## config.mk

```make
export PLATFORM = sky130hd
export DESIGN_NAME = uart_rx_module
export DESIGN_NICKNAME = d
export VERILOG_FILES = /design/src/rtl/uart_rx_module.sv
export SDC_FILE = /design/constraint.sdc
export NUM_CORES = 1
export LEC_CHECK = 0
export BUFFER_PORTS_ARGS = -buffer_cell sky130_fd_sc_hd__buf_2
export CORE_AREA = 2 2 94 60
export CTS_CLUSTER_SIZE = 30
export DETAILED_ROUTE_END_ITERATION = 10
export DIE_AREA = 0 0 96 62
export PLACE_DENSITY = 0.73
export SLEW_MARGIN = 20
export SYNTH_ARGS = -nofsm -noshare
export SYNTH_HDL_FRONTEND = slang
export SYNTH_SLANG_ARGS = --single-unit
export TNS_END_PERCENT = 1
```

## constraint.sdc

```tcl
create_clock -name clk_in -period 4.3 [get_ports clk_in]
set_input_delay 0.86 -clock clk_in [delete_from_list [all_inputs] [get_ports clk_in]]
set_output_delay 0.86 -clock clk_in [all_outputs]
set_load 0.1 [all_outputs]
```

## src/rtl/uart_rx_module.sv

```systemverilog
// ---------------------------------------------------------------------------
// uart_rx_module
//   UART receiver, 16x oversampled from the system clock via a tick enable.
//   Frame: start bit, DATA_LENGTH data bits (LSB first), one parity bit,
//   STOPBITS stop bits. Each word is delivered with a one-cycle valid strobe
//   plus per-frame parity and framing error flags.
//
//   Optional build macro: UART_RX_MAJORITY_EN
//     defined   : every bit decision is a 2-of-3 vote over three oversample
//                 ticks (os 6/7/8 for start, 14/15/0 for the others)
//     undefined : single sample at os 7 (start) / os 15 (others)
//
// Ports
//   clk_in      in   system clock
//   reset       in   synchronous, active-high reset
//   rx          in   asynchronous serial input, idles high
//   data        out  last received word, LSB = first bit on the line
//   valid       out  one-cycle strobe, data/flags valid in this cycle
//   parity_err  out  parity mismatch in the strobed frame
//   frame_err   out  a stop bit was sampled low in the strobed frame
//   active      out  high while a frame is being received
// ---------------------------------------------------------------------------
module uart_rx_module #(
    parameter int BASE_FREQUENCY_MHZ = 100,
    parameter int BAUDRATE           = 9600,
    parameter int DATA_LENGTH        = 8,
    parameter int STOPBITS           = 1,
    parameter int PARITY             = 0,
    parameter int DIVIDER            = BASE_FREQUENCY_MHZ * 1000000 / (BAUDRATE * 16)
) (
    input  logic                   clk_in,
    input  logic                   reset,
    input  logic                   rx,
    output logic [DATA_LENGTH-1:0] data,
    output logic                   valid,
    output logic                   parity_err,
    output logic                   frame_err,
    output logic                   active
);

    localparam int DIV_W = (DIVIDER > 1) ? $clog2(DIVIDER) : 1;

    localparam logic [2:0] S_IDLE   = 3'd0;
    localparam logic [2:0] S_START  = 3'd1;
    localparam logic [2:0] S_DATA   = 3'd2;
    localparam logic [2:0] S_PARITY = 3'd3;
    localparam logic [2:0] S_STOP   = 3'd4;
    localparam logic [2:0] S_DONE   = 3'd5;

`ifdef UART_RX_MAJORITY_EN
    // Decision lands one tick after mid-bit; reloading os with 1 after the
    // start decision keeps the 14/15/0 window centred on each later bit.
    localparam logic [3:0] START_OS     = 4'd8;
    localparam logic [3:0] BIT_OS       = 4'd0;
    localparam logic [3:0] START_RELOAD = 4'd1;
`else
    localparam logic [3:0] START_OS     = 4'd7;
    localparam logic [3:0] BIT_OS       = 4'd15;
    localparam logic [3:0] START_RELOAD = 4'd0;
`endif

    logic             r_rx_meta;
    logic             r_rxs;
    logic             r_prev;
    logic [1:0]       r_warm;
    logic [DIV_W-1:0] r_div_cnt;
    logic [3:0]       r_os_cnt;
    logic [2:0]       r_state;
    logic [3:0]       r_bit_cnt;
    logic [DATA_LENGTH-1:0] r_shift;
    logic             r_perr;
    logic             r_ferr;

    logic w_tick;
    logic w_fall;
    logic w_start_dec;
    logic w_bit_dec;
    logic w_bit;

    // Synchronizer plus edge history. r_warm holds r_prev low until the real
    // line value has crossed both sync stages, so a line that is already low
    // at reset release never looks like a falling edge.
    always_ff @(posedge clk_in) begin
        if (reset) begin
            r_rx_meta <= 1'b1;
            r_rxs     <= 1'b1;
            r_prev    <= 1'b0;
            r_warm    <= 2'b00;
        end else begin
            r_rx_meta <= rx;
            r_rxs     <= r_rx_meta;
            r_warm    <= {r_warm[0], 1'b1};
            r_prev    <= r_warm[1] & r_rxs;
        end
    end

    assign w_tick      = (r_div_cnt == DIV_W'(DIVIDER - 1));
    assign w_fall      = r_prev & ~r_rxs;
    assign w_start_dec = w_tick && (r_os_cnt == START_OS);
    assign w_bit_dec   = w_tick && (r_os_cnt == BIT_OS);

`ifdef UART_RX_MAJORITY_EN
    logic [1:0] r_vote;

    always_ff @(posedge clk_in) begin
        if (reset) begin
            r_vote <= 2'b00;
        end else if (w_tick) begin
            if ((r_state == S_START) ? (r_os_cnt == 4'd6) : (r_os_cnt == 4'd14))
                r_vote[0] <= r_rxs;
            if ((r_state == S_START) ? (r_os_cnt == 4'd7) : (r_os_cnt == 4'd15))
                r_vote[1] <= r_rxs;
        end
    end

    assign w_bit = (r_vote[0] & r_vote[1]) | (r_vote[0] & r_rxs) | (r_vote[1] & r_rxs);
`else
    assign w_bit = r_rxs;
`endif

    always_ff @(posedge clk_in) begin
        if (reset) begin
            r_div_cnt  <= '0;
            r_os_cnt   <= '0;
            r_state    <= S_IDLE;
            r_bit_cnt  <= '0;
            r_shift    <= '0;
            r_perr     <= 1'b0;
            r_ferr     <= 1'b0;
            data       <= '0;
            valid      <= 1'b0;
            parity_err <= 1'b0;
            frame_err  <= 1'b0;
            active     <= 1'b0;
        end else begin
            valid <= 1'b0;

            // Tick generator; re-phased on start detection
            if (r_state == S_IDLE && w_fall) begin
                r_div_cnt <= '0;
                r_os_cnt  <= '0;
            end else begin
                r_div_cnt <= w_tick ? '0 : r_div_cnt + 1'b1;
                if (w_tick)
                    r_os_cnt <= r_os_cnt + 1'b1;
            end

            case (r_state)
                S_IDLE: begin
                    if (w_fall) begin
                        active    <= 1'b1;
                        r_perr    <= 1'b0;
                        r_ferr    <= 1'b0;
                        r_bit_cnt <= '0;
                        r_state   <= S_START;
                    end
                end
                S_START: begin
                    if (w_start_dec) begin
                        if (w_bit) begin
                            // false start: glitch shorter than half a bit
                            active  <= 1'b0;
                            r_state <= S_IDLE;
                        end else begin
                            r_os_cnt <= START_RELOAD;
                            r_state  <= S_DATA;
                        end
                    end
                end
                S_DATA: begin
                    if (w_bit_dec) begin
                        r_shift <= {w_bit, r_shift[DATA_LENGTH-1:1]};
                        if (r_bit_cnt == 4'(DATA_LENGTH - 1)) begin
                            r_bit_cnt <= '0;
                            r_state   <= S_PARITY;
                        end else begin
                            r_bit_cnt <= r_bit_cnt + 1'b1;
                        end
                    end
                end
                S_PARITY: begin
                    if (w_bit_dec) begin
                        r_perr  <= w_bit ^ (^r_shift) ^ 1'(PARITY);
                        r_state <= S_STOP;
                    end
                end
                S_STOP: begin
                    if (w_bit_dec) begin
                        if (!w_bit)
                            r_ferr <= 1'b1;
                        if (r_bit_cnt == 4'(STOPBITS - 1))
                            r_state <= S_DONE;
                        else
                            r_bit_cnt <= r_bit_cnt + 1'b1;
                    end
                end
                S_DONE: begin
                    // Leaves mid stop bit so the next start edge is not missed
                    data       <= r_shift;
                    valid      <= 1'b1;
                    parity_err <= r_perr;
                    frame_err  <= r_ferr;
                    active     <= 1'b0;
                    r_state    <= S_IDLE;
                end
                default: r_state <= S_IDLE;
            endcase
        end
    end

endmodule

```

==> reports/summary.txt, run 1 <==
Clock Tree Buf Depth = 2
Worst Skew = 12.2 ps
CP required = 4470 ps
initial antenna violation count = 0
Synth Warn # = 0
unrepaired setup endpoints after global routing = no
Final Critical Period = 2280 ps
chip height = 62 µm
CTS resizes = 0
initial DRC count = 96
Met2 Wirelength = 1420 µm
Core Rows = 21
drt drc = 0
first-pass GRT wire length = 6750 µm
share of layout cells above drive strength 1 = 12.7%
drt via density = 5.11
status = complete, no violations
most common cell after layout, fill and taps aside = dfxtp_1
part of the Yosys area used for sequential elements = 43.2%
die width = 96 µm
Fillers = 505
most frequent cells in the layout = 48 x dfxtp_1, 37 x nor2_1, 16 x nand2_1
syn_nets = 256
metal1 wirelength = 2340 µm
Final Cycle Share = 53.1%
EDFF count, synth = 0
MaxCap Viol Count = 0
Yosys cell types = 51
crit-path leading delay family = simple AND/OR/NAND/NOR gates
Min-Delay Path Class = reg -> reg
GP Congestion = 0.854
GR Overflow Total = 0
Via Count = 1675
Seq. cell area = 961 µm²
Final setup violation count = 0
Area after DPL = 2320 µm²
worst path arrival time = 2450 ps
dominant synthesized flop cell = dfxtp_1
Post-CTS Setup Inserts = 0
Post-CTS Hold Fix Bufs = 0
P_leak = 0.000975 µW
Hold Slack = 418 ps
vias in the first global route = 1396
largest net degree at the start of global routing = 36
DRT Pass-1 Iters = 4
fmax = 0.438 GHz
area of the multi-input gates = 1170 µm²
depth of the CTS H-tree = 2
WS Path Type = reg -> reg
Skew-Pair Late Insertion Delay = 300 ps
crit path buf inv count = 0
Synth Cell Area = 2230 µm²
Slew headroom = 54.2%
Least-Margin Pin Slew = 686 ps
sum of negative setup slack = 0 ps
Port Buffers = 14
routed wire length = 4010 µm
clk sink count = 48
CP Cell Sequence = or4b_4 -> nor4_1 -> nand4_2 -> mux2i_1 -> nor2_1
maximum VDD drop = 0.137 mV
design area = 2430 µm²
clk root buf = clkbuf_8
Avg Inst Size Synth = 8.98 µm²
Highest Signal Layer = met4
die area = 5950 µm²
final net count = 266
Worst path max stage delay = 580 ps
Clock transition at path regs = 80 ps
routed len/inst = 12.2 µm
Routed Antenna Nets = 0
CTS tree = done
met3 routed WL = 237 µm
P&R area growth vs syn = 9.11%
Fin. Hold Viols = 0
PwrDens = 347 nW/µm²
worst-path maximum fanout = 8
Num CTS Buffers = 5
I/O pin count = 15
Synth Register Bits = 48
Slowest-stage cell, CP = or4b_4
Post-Synthesis Cells = 248
ANT cells = 0
Slew Viols, Final = 0
Core Box Area = 5230 µm²
Critical Path Sink Type = register
post-DP HPWL = 2880 µm
gr usage total = 14.8%
CP Launch Type = register
Initial Util = 42.6%
asr flop ratio synth = 0%
[worst paths after layout]
check,cells after the start,start,endpoint,slack [ps]
max,5,r_div_cnt[5],r_shift[6],2020
min,1,r_rx_meta,r_rxs,420
max reg2reg,5,r_div_cnt[5],r_shift[6],2020
min reg2reg,1,r_rx_meta,r_rxs,420
[where the power goes]
part           internal (µW)  leakage (µW)  switching (µW)
Combinational           17.9      0.000532            30.7
Clock                    172     0.0000541             149
Sequential               452      0.000388            20.9
[cell families after synthesis]
group,Yosys count,share of synthesized area (%)
AO/OA/AOI/OAI,35,10.5
multiplexers,13,5.90
adder cells (fa/ha/maj),5,2.81
XOR/XNOR,19,7.48
AND/OR/NAND/NOR,108,25.7
flip-flops,48,43.2
buffers and inverters,20,4.44
[synth_stat cells, drive strengths merged (4+ instances only)]
master | instances | area, µm²
nand4 | 6 | 43.8
nand3 | 15 | 75.1
ha | 5 | 62.6
nor2b | 6 | 37.5
nand2 | 16 | 60.1
nor4 | 4 | 40.0
inv | 9 | 33.8
nand2b | 5 | 31.3
xor2 | 6 | 52.6
xnor2 | 13 | 114
clkbuf | 8 | 40.0
dfxtp | 48 | 961
nor2 | 37 | 139
mux2i | 12 | 120
a21oi | 15 | 78.8
[state kept, by name, indices dropped and copies added, names as in the netlist]
| register | flops |
|---|---|
| r_div_cnt | 10 |
| data | 8 |
| r_shift | 8 |
| r_bit_cnt | 4 |
| r_os_cnt | 4 |
| r_state | 3 |
| r_warm | 2 |
| active | 1 |
| frame_err | 1 |
| parity_err | 1 |
| r_ferr | 1 |
| r_perr | 1 |
| r_prev | 1 |
| r_rx_meta | 1 |
| r_rxs | 1 |
| valid | 1 |
[metrics by stage]
step / setup WS, ps / util (%) / total power, µW / std cells
2_1_floorplan: 2310 / - / 521 / 248
3_3_place_gp: 2120 / 44.3 / 531 / 320
3_5_place_dp: 2090 / 44.3 / 530 / 320
4_1_cts: 2020 / 46.4 / 851 / 328
5_1_grt: 1830 / 46.4 / 877 / 328
6_report: 2020 / 46.4 / 843 / 328
[area by class of cell]
cell class | instances | share of cell area, %
Clock inverter | 3 | 1.75
Inverter | 9 | 1.39
Tap cell | 69 | 3.55
Sequential cell | 48 | 39.6
Multi-Input combinational cell | 180 | 48.0
Timing Repair Buffer | 14 | 2.89
Clock buffer | 5 | 2.83
[layer usage]
| metal | vias up | GRT usage, % |
|---|---|---|
| met2 | 40 | 17.7 |
| met3 | 3 | 3.98 |
| met4 | 0 | 4.29 |
| met1 | 759 | 24.3 |
| met5 | - | 0 |
| li1 | 873 | - |
Power figures use the tool's default switching activity.
==> run 2: changes to the inputs <==
==> constraint.sdc (replaced) <==
create_clock -name clk_in -period 2.4 [get_ports clk_in]
set_input_delay 0.48 -clock clk_in [delete_from_list [all_inputs] [get_ports clk_in]]
set_output_delay 0.48 -clock clk_in [all_outputs]
set_load 0.1 [all_outputs]
==> run 2 against run 1 <==
- via count increased by 2.5%
- power increased by 95%
- register-to-register slack got worse by 1900 ps
- cell count increased by 1.5%
- worst hold slack got worse by 56 ps
==> reports/summary.txt, run 2 (synthesized netlist as in run 1, its figures left out) <==
status = complete, no violations
Fillers = 496 (-1.8%)
Clock Tree Buf Depth = 2 (unchanged)
met3 routed WL = 263 µm (+11%)
clk sink count = 48 (unchanged)
I/O pin count = 15 (unchanged)
depth of the CTS H-tree = 2 (unchanged)
Worst Skew = 18.1 ps (+5.87 ps)
Overall Power = 1650 µW (+95%)
WS Path Type = reg -> reg
die width = 96 µm (unchanged)
Final Critical Period = 2240 ps (-46.4 ps)
sum of negative setup slack = 0 ps (unchanged)
most frequent cells in the layout = 48 x dfxtp_1, 37 x nor2_1, 16 x nand2_1
first-pass GRT wire length = 6860 µm (+1.6%)
number of flip-flops in the largest register = 10 (unchanged)
worst path arrival time = 2420 ps (-30 ps)
CP required = 2590 ps (-1880 ps)
Highest Signal Layer = met4
CP Launch Type = register
hold path depth = 2 (+1)
Clock transition at path regs = 90 ps (about the same)
worst r2r dst = r_shift[3]
worst-path maximum fanout = 8 (unchanged)
post-DP HPWL = 3090 µm (+7.3%)
Slew headroom = 54.2% (about the same)
Post-CTS Hold Fix Bufs = 0 (unchanged)
area of the multi-input gates = 1170 µm² (unchanged)
Num CTS Buffers = 5 (unchanged)
DRT Pass-1 Iters = 4 (unchanged)
Seq. cell area = 961 µm² (unchanged)
final net count = 271 (+1.9%)
routed wire length = 4370 µm (+8.9%)
PwrDens = 661 nW/µm² (+90%)
Top reg by flops = r_div_cnt
gr usage total = 15.3% (+0.54 points)
biggest regs = r_div_cnt (10), data (8), r_shift (8)
P_leak = 0.00102 µW (+4.2%)
Least-Margin Pin Slew = 681 ps (-4.74 ps)
Min-Delay Path Class = in -> reg
GP Congestion = 0.827 (-3.2%)
Post-CTS Setup Inserts = 0 (unchanged)
Final Cycle Share = 93.2% (+40 points)
chip height = 62 µm (unchanged)
Reg2Reg Setup Slack = 160 ps (-1850 ps)
Initial Util = 42.6% (unchanged)
drt via density = 5.16 (+0.97%)
unrepaired setup endpoints after global routing = no
drt drc = 0 (unchanged)
most common cell after layout, fill and taps aside = dfxtp_1
worst r2r path cells = 5 (unchanged)
initial antenna violation count = 0 (unchanged)
CTS tree = done
Core Rows = 21 (unchanged)
Critical Path Sink Type = register
clk root buf = clkbuf_8
Port Buffers = 14 (unchanged)
Fin. Hold Viols = 0 (unchanged)
FF-to-FF Start = r_div_cnt[5]
fmax = 0.447 GHz (+2.1%)
share of layout cells above drive strength 1 = 14.4% (+1.7 points)
routed len/inst = 13.1 µm (+7.3%)
initial DRC count = 174 (+81%)
worst min-delay path startpoint = rx
maximum VDD drop = 0.307 mV (+120%)
Core Box Area = 5230 µm² (unchanged)
GR Overflow Total = 0 (unchanged)
Met2 Wirelength = 1700 µm (+20%)
Slew Viols, Final = 0 (unchanged)
die area = 5950 µm² (unchanged)
Skew-Pair Late Insertion Delay = 310 ps (about the same)
MaxCap Viol Count = 0 (unchanged)
Routed Antenna Nets = 0 (unchanged)
ANT cells = 0 (unchanged)
vias in the first global route = 1443 (+3.4%)
Via Count = 1717 (+2.5%)
metal1 wirelength = 2350 µm (+0.56%)
P&R area growth vs syn = 12.0%
Hold EP = r_rx_meta
largest net degree at the start of global routing = 31 (-14%)
CTS resizes = 0 (unchanged)
Final setup violation count = 0 (unchanged)
-- run 2: cell count changes in the layout (fill, tap and decap cells not counted) --
cell / change
clkinvlp_4: -1
buf_4: +5
clkinv_2: -1
inv_6: +1
bufinv_16: +1
-- run 2: area by class of cell --
class / count / area share (%)
clock buffers: 5 / 2.76
clock inverters: 3 / 2.76
inverters: 9 / 1.36
multi-input cells: 180 / 46.8
flip-flops and latches: 48 / 38.6
well taps: 69 / 3.46
repair buffers: 19 / 4.32
-- run 2: routing by layer --
metal,track usage (%),vias up
met1,22.9,789
met4,5.51,0
li1,-,886
met3,4.46,7
met2,20.6,35
met5,0,-
-- run 2: worst max path at each step --
| stage | startpoint | endpoint | slack (ps) | cells after the start |
|---|---|---|---|---|
| detailed placement | r_div_cnt[5] | r_shift[3] | 230 | 5 |
| CTS | r_div_cnt[5] | r_shift[3] | 190 | 5 |
| global route | r_div_cnt[7] | r_shift[2] | 80 | 5 |
| finish | r_div_cnt[5] | r_shift[3] | 160 | 5 |
| global placement | r_div_cnt[5] | r_state[0] | 280 | 5 |
| floorplan | r_div_cnt[5] | r_state[0] | 410 | 5 |
-- run 2: critical path: stages (launching register included) --
cell,delay [ps]
dfxtp_1,360
or4b_4,590
nor4_1,440
nand4_2,410
mux2i_1,260
nor2_1,60
-- run 2: where the power goes --
| part | internal, µW | total (µW) | switching [µW] |
|---|---|---|---|
| clock | 419 | 698 | 278 |
| combinational | 39.5 | 117 | 77.9 |
| sequential | 810 | 831 | 21.4 |
| total | 1270 | 1650 | 378 |
-- run 2: stage by stage --
| step | area (µm²) | cells | utilization (%) | setup slack (ps) | hold slack (ps) |
|---|---|---|---|---|---|
| after floorplan | 2230 | 248 | - | 408 | 389 |
| after global placement | 2350 | 325 | 45.0 | 281 | 395 |
| after detailed placement | 2350 | 325 | 45.0 | 226 | 405 |
| after CTS | 2490 | 333 | 47.7 | 188 | 363 |
| after global routing | 2490 | 333 | 47.7 | 75.8 | 369 |
| final | 2490 | 333 | 47.7 | 162 | 362 |
==> run 3: changes to the inputs <==
--- a/config.mk
+++ b/config.mk
@@ -10,7 +10,7 @@
 export CTS_CLUSTER_SIZE = 30
 export DETAILED_ROUTE_END_ITERATION = 10
 export DIE_AREA = 0 0 96 62
-export PLACE_DENSITY = 0.73
+export PLACE_DENSITY = 0.75
 export SLEW_MARGIN = 20
 export SYNTH_ARGS = -nofsm -noshare
 export SYNTH_HDL_FRONTEND = slang
==> constraint.sdc (replaced) <==
create_clock -name clk_in -period 1.81 [get_ports clk_in]
set_input_delay 0.362 -clock clk_in [delete_from_list [all_inputs] [get_ports clk_in]]
set_output_delay 0.362 -clock clk_in [all_outputs]
set_load 0.1 [all_outputs]
==> run 3 against run 2 <==
- the run now ends with setup timing left
- first-iteration DRC count down 43%
- global-route usage increased by 1.5 points
- maximum frequency up 11%
- register-to-register slack lost 380 ps
- power is 27% higher
- critical path type unchanged
- largest cell class unchanged
- highest routed layer unchanged
==> reports/summary.txt, run 3 (synthesized netlist as in run 1, its figures left out) <==
status = finished, violations left
failing checks = setup timing
vias in the first global route = 1548 (+7.3%)
worst min-delay path startpoint = rx
gr usage total = 16.8% (+1.5 points)
P&R area growth vs syn = 22.2%
CTS tree = done
PwrDens = 769 nW/µm² (+16%)
Hold EP = r_rx_meta
drt drc = 0 (unchanged)
unrepaired setup endpoints after global routing = yes
Clock transition at path regs = 90 ps (about the same)
worst path arrival time = 2220 ps (-200 ps)
Routed Antenna Nets = 0 (unchanged)
worst r2r dst = r_state[0]
I/O pin count = 15 (unchanged)
depth of the CTS H-tree = 2 (unchanged)
Worst Skew = 11.5 ps (-6.54 ps)
worst-path maximum fanout = 5 (-3)
Min-Delay Path Class = in -> reg
Slew headroom = 68.2% (+14 points)
Skew-Pair Late Insertion Delay = 300 ps (about the same)
Hold Slack = 235 ps (-128 ps)
clk sink count = 48 (unchanged)
GP Congestion = 0.930 (+12%)
Final Cycle Share = 112% (+19 points)
Highest Signal Layer = met4
Finished Layout Cells = 362 (+8.7%)
ANT cells = 0 (unchanged)
Fin. Hold Viols = 0 (unchanged)
design area = 2720 µm² (+9.1%)
fmax = 0.494 GHz (+11%)
initial DRC count = 100 (-43%)
dpl cells = 354 (+8.9%)
Port Buffers = 14 (unchanged)
worst r2r path cells = 5 (unchanged)
die area = 5950 µm² (unchanged)
final net count = 300 (+11%)
Reg2Reg Setup Slack = -210 ps (-380 ps)
Via Count = 1856 (+8.1%)
Met2 Wirelength = 1870 µm (+10%)
Core Box Area = 5230 µm² (unchanged)
initial antenna violation count = 0 (unchanged)
most frequent cells in the layout = 47 x dfxtp_1, 37 x nor2_1, 32 x buf_4
share of layout cells above drive strength 1 = 23.9% (+9.5 points)
P_leak = 0.00117 µW (+15%)
Area after DPL = 2600 µm² (+10%)
Initial Util = 42.6% (unchanged)
GR Overflow Total = 0 (unchanged)
Num CTS Buffers = 5 (unchanged)
chip height = 62 µm (unchanged)
post-DP HPWL = 3610 µm (+17%)
CP required = 2010 ps (-580 ps)
clk root buf = clkbuf_8
CP Launch Type = register
WS Path Type = reg -> reg
drt via density = 5.13 (-0.56%)
Critical Path Sink Type = register
sum of negative setup slack = -1930 ps (-1930 ps)
Final Critical Period = 2020 ps (-214 ps)
biggest regs = r_div_cnt (10), data (8), r_shift (8)
first-pass GRT wire length = 7510 µm (+9.6%)
number of flip-flops in the largest register = 10 (unchanged)
Post-CTS Hold Fix Bufs = 0 (unchanged)
hold path depth = 2 (unchanged)
post-route worst setup slack = -214 ps (-376 ps)
Clock Tree Buf Depth = 2 (unchanged)
maximum VDD drop = 0.314 mV (+2.3%)
metal1 wirelength = 2530 µm (+7.7%)
Core Rows = 21 (unchanged)
Least-Margin Pin Slew = 473 ps (-208 ps)
FF-to-FF Start = r_div_cnt[6]
die width = 96 µm (unchanged)
MaxCap Viol Count = 0 (unchanged)
Top reg by flops = r_div_cnt
most common cell after layout, fill and taps aside = dfxtp_1
routed len/inst = 13.3 µm (+0.98%)
routed wire length = 4800 µm (+9.8%)
largest net degree at the start of global routing = 22 (-29%)
DRT Pass-1 Iters = 4 (unchanged)
met3 routed WL = 331 µm (+26%)
Slew Viols, Final = 0 (unchanged)
Final setup violation count = 14 (+14)
==> run 3: through the flow <==
stage	power (µW)	setup WS [ps]	util (%)
floorplan	1240	-153	-
global placement	1330	-147	49.7
detailed placement	1340	-255	49.7
CTS	2090	-206	51.9
global route	2160	-348	52.0
finish	2090	-214	52.0
==> run 3: repair_timing <==
item,CTS,global route
pin swaps,1,1
endpoints found under the setup margin,14,21
buffers inserted,0,0
gates resized for setup,1,3
==> run 3: worst max path at each step <==
| stage | from | endpoint | slack (ps) | depth (start not counted) |
|---|---|---|---|---|
| final | r_div_cnt[6] | r_state[0] | -210 | 5 |
| after global routing | r_div_cnt[0] | r_state[0] | -350 | 7 |
| after CTS | r_div_cnt[6] | r_state[0] | -210 | 5 |
| after detailed placement | r_div_cnt[6] | r_state[0] | -250 | 5 |
| after global placement | r_div_cnt[6] | r_shift[7] | -150 | 7 |
| after floorplan | r_div_cnt[6] | r_bit_cnt[2] | -150 | 5 |
==> run 3: power breakdown <==
group          switching (µW)  internal, µW
logic                     132           109
registers                13.5          1070
clock network             353           410
==> run 3: final cells by class <==
| type | count | area, µm² |
|---|---|---|
| Clock inverter | 2 | 35.0 |
| Tap cell | 69 | 86.3 |
| Sequential cell | 48 | 962 |
| Fill cell | 496 | 2510 |
| Multi-Input combinational cell | 180 | 1180 |
| Clock buffer | 6 | 72.6 |
| Inverter | 9 | 33.8 |
| Timing Repair Buffer | 48 | 350 |
==> run 3: worst max-delay path, stage by stage, from the launching register on <==
cell and delay, ps:
dfxtp_2 330, or4b_4 570, nor4_4 250, nor2_1 140, nor4_2 270, mux2_2 360
==> run 3: metal layers <==
metal | vias up | track usage [%]
met4 | 0 | 4.90
met2 | 52 | 22.0
li1 | 940 | -
met1 | 856 | 26.7
met5 | - | 0
met3 | 8 | 3.62
